[src/rtl/mt_pc_sched.sv]
// Per-thread PC file and round-robin IF scheduler for the fine-grained multithreaded pipeline.
// Latency: if_pc / imem_addr are combinational from registered if_tid and pc[]; selection updates at each edge.
// Backpressure: stall freezes selection and fetch increments; branch redirect and halt/resume still apply.
//
// Ports:
//   clk, rst_n                 clock, asynchronous active-low reset
//   stall                      global freeze of scheduler and fetch-driven PC increments
//   thread_en                  per-thread schedule enable mask
//   br_valid/br_tid/br_target  redirect from ID, highest priority PC write (applies under stall)
//   halt_*/resume_*            set/clear a thread's halt flag (halt wins on collision)
//   if_valid/if_tid/if_pc      fetch issued this cycle, its thread and PC
//   imem_addr                  {if_tid, if_pc}
//   pc_all                     all PCs, thread 0 in LSBs
//   halted                     current halt flags
module mt_pc_sched #(
    parameter int                NUM_THREADS = 4,
    parameter int                TID_W       = 2,
    parameter int                PC_W        = 7,
    parameter logic [PC_W-1:0]   RESET_PC    = '0
) (
    input  logic                        clk,
    input  logic                        rst_n,
    input  logic                        stall,
    input  logic [NUM_THREADS-1:0]      thread_en,
    input  logic                        br_valid,
    input  logic [TID_W-1:0]            br_tid,
    input  logic [PC_W-1:0]             br_target,
    input  logic                        halt_valid,
    input  logic [TID_W-1:0]            halt_tid,
    input  logic                        resume_valid,
    input  logic [TID_W-1:0]            resume_tid,
    output logic                        if_valid,
    output logic [TID_W-1:0]            if_tid,
    output logic [PC_W-1:0]             if_pc,
    output logic [TID_W+PC_W-1:0]       imem_addr,
    output logic [NUM_THREADS*PC_W-1:0] pc_all,
    output logic [NUM_THREADS-1:0]      halted
);

    localparam logic [TID_W-1:0] LAST_TID = TID_W'(NUM_THREADS - 1);

    logic [PC_W-1:0]        pc_q   [NUM_THREADS];
    logic [PC_W-1:0]        pc_nxt [NUM_THREADS];
    logic [NUM_THREADS-1:0] halted_q;
    logic [NUM_THREADS-1:0] halt_vec;
    logic [NUM_THREADS-1:0] resume_vec;
    logic [NUM_THREADS-1:0] halted_nxt;
    logic [NUM_THREADS-1:0] elig;
    logic [TID_W-1:0]       sel_tid;
    logic [TID_W-1:0]       cand;
    logic                   sel_found;

    // Halt and resume decode; halt is OR'd in after the resume mask so it wins a collision.
    always_comb begin
        halt_vec   = '0;
        resume_vec = '0;
        if (halt_valid)   halt_vec[halt_tid]     = 1'b1;
        if (resume_valid) resume_vec[resume_tid] = 1'b1;
        halted_nxt = (halted_q & ~resume_vec) | halt_vec;
        elig       = thread_en & ~halted_nxt;
    end

    // Round-robin search starting one past the current thread; current thread is tried last.
    always_comb begin
        sel_found = 1'b0;
        sel_tid   = if_tid;
        cand      = if_tid;
        for (int k = 1; k <= NUM_THREADS; k++) begin
            cand = TID_W'((int'(if_tid) + k) % NUM_THREADS);
            if (!sel_found && elig[cand]) begin
                sel_found = 1'b1;
                sel_tid   = cand;
            end
        end
    end

    // Redirect beats fetch increment. A thread being halted at this edge does not advance,
    // so it resumes at the instruction it was fetching.
    always_comb begin
        for (int i = 0; i < NUM_THREADS; i++) begin
            pc_nxt[i] = pc_q[i];
            if (br_valid && br_tid == TID_W'(i)) begin
                pc_nxt[i] = br_target;
            end else if (if_valid && !stall && if_tid == TID_W'(i) &&
                         !(halt_valid && halt_tid == TID_W'(i))) begin
                pc_nxt[i] = pc_q[i] + PC_W'(1);
            end
        end
    end

    always_ff @(posedge clk or negedge rst_n) begin
        if (!rst_n) begin
            for (int i = 0; i < NUM_THREADS; i++) pc_q[i] <= RESET_PC;
            halted_q <= '0;
            if_valid <= 1'b0;
            if_tid   <= LAST_TID;
        end else begin
            for (int i = 0; i < NUM_THREADS; i++) pc_q[i] <= pc_nxt[i];
            halted_q <= halted_nxt;
            if (!stall) begin
                if_valid <= sel_found;
                if (sel_found) if_tid <= sel_tid;
            end
        end
    end

    always_comb begin
        pc_all = '0;
        for (int i = 0; i < NUM_THREADS; i++) pc_all[i*PC_W +: PC_W] = pc_q[i];
    end

    assign if_pc     = pc_q[if_tid];
    assign imem_addr = {if_tid, if_pc};
    assign halted    = halted_q;

endmodule

[config.mk]
export PLATFORM = sky130hd
export DESIGN_NAME = mt_pc_sched
export DESIGN_NICKNAME = d
export VERILOG_FILES = /design/src/rtl/mt_pc_sched.sv
export SDC_FILE = /design/constraint.sdc
export NUM_CORES = 1
export LEC_CHECK = 0
export CAP_MARGIN = 10
export CORE_ASPECT_RATIO = 1.25
export CORE_UTILIZATION = 35
export CTS_CLUSTER_DIAMETER = 200
export DETAILED_ROUTE_END_ITERATION = 8
export PLACE_DENSITY = 0.67
export SLEW_MARGIN = 5
export SYNTH_ARGS = -nofsm -noshare
export SYNTH_HDL_FRONTEND = slang
export SYNTH_SLANG_ARGS = --single-unit
export TNS_END_PERCENT = 1
[constraint.sdc]
create_clock -name clk -period 2.5 [get_ports clk]
set_input_delay 0.5 -clock clk [delete_from_list [all_inputs] [get_ports clk]]
set_output_delay 0.5 -clock clk [all_outputs]
set_load 0.02 [all_outputs]
==> implementation parameters <==
Parameter                              Value

Global route
  First-pass GRT wire length    11.3 mm
  Number of antenna violations at the first check in global routing    0
  Global Route Usage Sum    20.2%
  GRT Residual Overflow    0
  Pin count of the biggest net entering global routing    36
  Number of global-route vias before repair    roughly 2200

Power
  Final Power    approximately 0.0040 W
  Total power per unit cell area    1160 mW/mm²
  Peak ir drop on the vdd network    739 µV
  Leakage power summed over all cells    1.44 nW

Synth
  Share of flip-flops with an asynchronous set or reset    100%
  Post-synth top area share    roughly a third
  Dominant cell type by area after synthesis    sky130_fd_sc_hd__dfrtp_1
  Distinct cell type count after synthesis    43
  Count of flip-flops with a built-in enable after synthesis    0
  Post-synth top cells    33 x sky130_fd_sc_hd__dfrtp_1, 26 x sky130_fd_sc_hd__nand2_1, 18 x sky130_fd_sc_hd__o21ai_0
  Post-synthesis net count    ~280
  Synth Warn #    0
  Biggest area contributors in the synthesized netlist    sky130_fd_sc_hd__dfrtp_1 34%, sky130_fd_sc_hd__mux4_2 8.4%, sky130_fd_sc_hd__xor2_1 5.1%
  Dominant register cell in the synthesized netlist    sky130_fd_sc_hd__dfrtp_1
  Sequential fraction of the synthesis area    36.3%
  Syn_area_per_cell    between 9 and 10 µm²
  Number of storage elements in the synthesis netlist    35
  Synthesized cell area    about 0.0024 mm²
  Most frequently used cell type in the post-synthesis netlist    sky130_fd_sc_hd__dfrtp_1
  Cell count after synthesis    about 250

Detailed routing
  Avg Vias per Cell    ~5.2
  Number of design-rule violations left by the first detailed-router iteration    77
  Routed len/inst    ~16 µm
  Via count    2197
  Detailed-route DRC error count    0
  Detailed Routing Iterations Pass 1    4
  Total routed wirelength    about 6.9 mm
  Post-route ant nets    0

Setup path
  Worst reg2reg path depth    6
  Arrival time at the worst endpoint    1930 ps
  Critical-path cell list    mux4_2 > dlygate4sd2_1
  End of the worst register-to-register path    if_valid$_DFFE_PN0N_
  Origin of the critical flop-to-flop path    if_tid[0]$_DFFE_PN1P_
  Critical Path Start Type    flip-flop
  Max incr delay on CP    about 750 ps
  Worst setup EP type    output pin
  Critical path buffers and inverters    1
  Top cell family by delay on the critical path    flip-flops
  Register-to-register setup slack    around 200 ps
  Worst Path Max Fanout    13
  Worst Path Required    approximately 2000 ps
  Slowest library cell on the worst path    sky130_fd_sc_hd__dfstp_4
  Crit path kind    reg -> out

Timing
  Tcrit/Tclk final    ~97%
  Highest achievable clock rate    0.411 GHz
  Sum of negative setup slack    0 ps
  Clock period minus final worst setup slack    roughly 2400 ps
  Worst clock skew    between 7 and 8 ps
  Relative max-transition margin    between 60 and 70%
  Pins over their slew limit    0
  Total of endpoints with negative setup slack in the final report    0
  Actual slew at the worst max-slew pin    523 ps
  RSZ-0062 raised after global routing    no
  Hold violation total from the final report    0

Clocking
  Level count of the clock H-tree    2
  Clock root buffer    sky130_fd_sc_hd__clkbuf_8
  Clock sink count    35
  Clk slew on worst S/H paths    ~80 ps
  Clock latency on the worst-skew pair    slightly below 300 ps
  Clock Path Buffers    2
  Number of buffers inserted by hold repair at cts    0
  Post-CTS Setup Bufs    0
  CTS tree    yes
  Clock buffers created by TritonCTS    5

Min path
  Hold Path Class    reg -> reg
  Min-delay src    halted[1]$_DFF_PN0_
  Number of stages on the worst hold path    1
  Hold Path End    halted[1]$_DFF_PN0_

Place
  Number of port buffers    between 70 and 80
  Dpl hpwl    around 5.5 mm
  Placed Cells    416
  Placer congestion estimate    about 0.92

Finish
  Final standard cell utilization of the core    a little over half
  Share of post-route cells with drive strength above 1    between 10 and 15%
  Area growth syn-to-layout    42.7%
  Count of non-filler cells in the finished layout    ~420
  Antenna diode count    0
  Final nets    between 300 and 400

Outcome
  Status    finished, final reports clean

Floorplan
  Placeable core region    roughly 0.0066 mm²
  Number of placement rows    33
  Starting utilization of the core area    between 30% and 40%
  Die extent in x    around 76 µm
  Die area    0.00724 mm²
  IO Pins    74
  Height of the die    around 95 µm

Flow run
  Max-cap viol count    0
what timing repair did:
action                                  4_1_cts  5_1_grt
resized for setup                            15        2
endpoints found under the setup margin       14        1
pin swaps                                     0        0
routing by layer:
layer / part of all wire, % / vias up / GRT usage, %
li1: - / 1079 / -
met1: 43 / 1058 / 24.1
met2: 53 / 56 / 37.9
met3: 3.3 / 4 / 3.09
met4: 0.74 / 0 / 4.97
met5: 0 / - / 0
cell families after synthesis:
| kind of cell | after synthesis | share of synthesized area (%) |
|---|---|---|
| AO/OA/AOI/OAI | 51 | 13.4 |
| buffers and inverters | 26 | 5.75 |
| multiplexers | 20 | 13.1 |
| flip-flops | 35 | 36.3 |
| adder cells (fa/ha/maj) | 8 | 4.14 |
| AND/OR/NAND/NOR | 84 | 18.6 |
| XOR/XNOR | 24 | 8.70 |
per-stage QoR:
step / hold WS (ps) / area (µm²) / setup WS [ps]
2_1_floorplan: 204 / 2420 / 49.1
3_3_place_gp: 539 / 3340 / 44.2
3_5_place_dp: 560 / 3340 / 33.3
4_1_cts: 576 / 3440 / 43.7
5_1_grt: 640 / 3450 / 5.90
6_report: 596 / 3450 / 68.5
final cells by class:
type	instances	area, µm²
flip-flops and latches	35	882
repair buffers	99	908
inverters	8	30.0
well taps	87	109
clock inverters	3	43.8
fillers	627	3160
clock buffers	5	68.8
multi-input cells	187	1410
sequential cells by signal, indices dropped and copies added, names as in the netlist:
signal	cells
pc_all	28
halted	4
if_tid	2
if_valid	1
report_power, final:
part | switching (W) | leakage [nW] | total (W) | internal (W)
clock | 0.000218 | 0.0581 | 0.000515 | 0.000297
combinational | 0.00120 | 0.973 | 0.00237 | 0.00117
sequential | 0.000339 | 0.406 | 0.00112 | 0.000783
cells in the final DEF (no fill, tap or decap), types with 3 or more instances in the layout:
cell	synthesis	routed
sky130_fd_sc_hd__o21ai_0	18	18
sky130_fd_sc_hd__nor2_1	16	16
sky130_fd_sc_hd__and3_1	7	7
sky130_fd_sc_hd__mux2i_1	8	8
sky130_fd_sc_hd__buf_4	9	26
sky130_fd_sc_hd__dlygate4sd2_1	0	14
sky130_fd_sc_hd__nand3b_1	7	7
sky130_fd_sc_hd__inv_1	8	8
sky130_fd_sc_hd__o211a_1	3	3
sky130_fd_sc_hd__xor2_1	14	14
sky130_fd_sc_hd__nor4b_1	3	3
sky130_fd_sc_hd__ha_1	8	8
sky130_fd_sc_hd__nand2_1	26	26
sky130_fd_sc_hd__clkdlybuf4s50_1	0	59
sky130_fd_sc_hd__nor3b_1	3	3
sky130_fd_sc_hd__nand4_1	7	7
sky130_fd_sc_hd__a21oi_1	13	13
sky130_fd_sc_hd__nand3_1	5	5
sky130_fd_sc_hd__mux2_2	3	3
sky130_fd_sc_hd__o211ai_1	5	5
sky130_fd_sc_hd__xnor2_1	10	10
sky130_fd_sc_hd__clkbuf_8	0	5
sky130_fd_sc_hd__dfrtp_1	33	33
sky130_fd_sc_hd__mux4_2	9	9
how the worst max path moves through the flow:
stage / start / end / slack (ps) / cells past startpoint
after floorplan: if_tid[0]$_DFFE_PN1P_ / imem_addr[6] / 50 / 4
final: if_tid[0]$_DFFE_PN1P_ / if_pc[3] / 70 / 2
after CTS: if_tid[0]$_DFFE_PN1P_ / if_pc[0] / 40 / 2
after global routing: if_tid[0]$_DFFE_PN1P_ / if_pc[0] / 6 / 2
after global placement: halt_tid[0] / if_tid[1]$_DFFE_PN1P_ / 40 / 6
after detailed placement: resume_valid / if_valid$_DFFE_PN0N_ / 30 / 6
No activity file was read; power rests on OpenSTA's default activity.
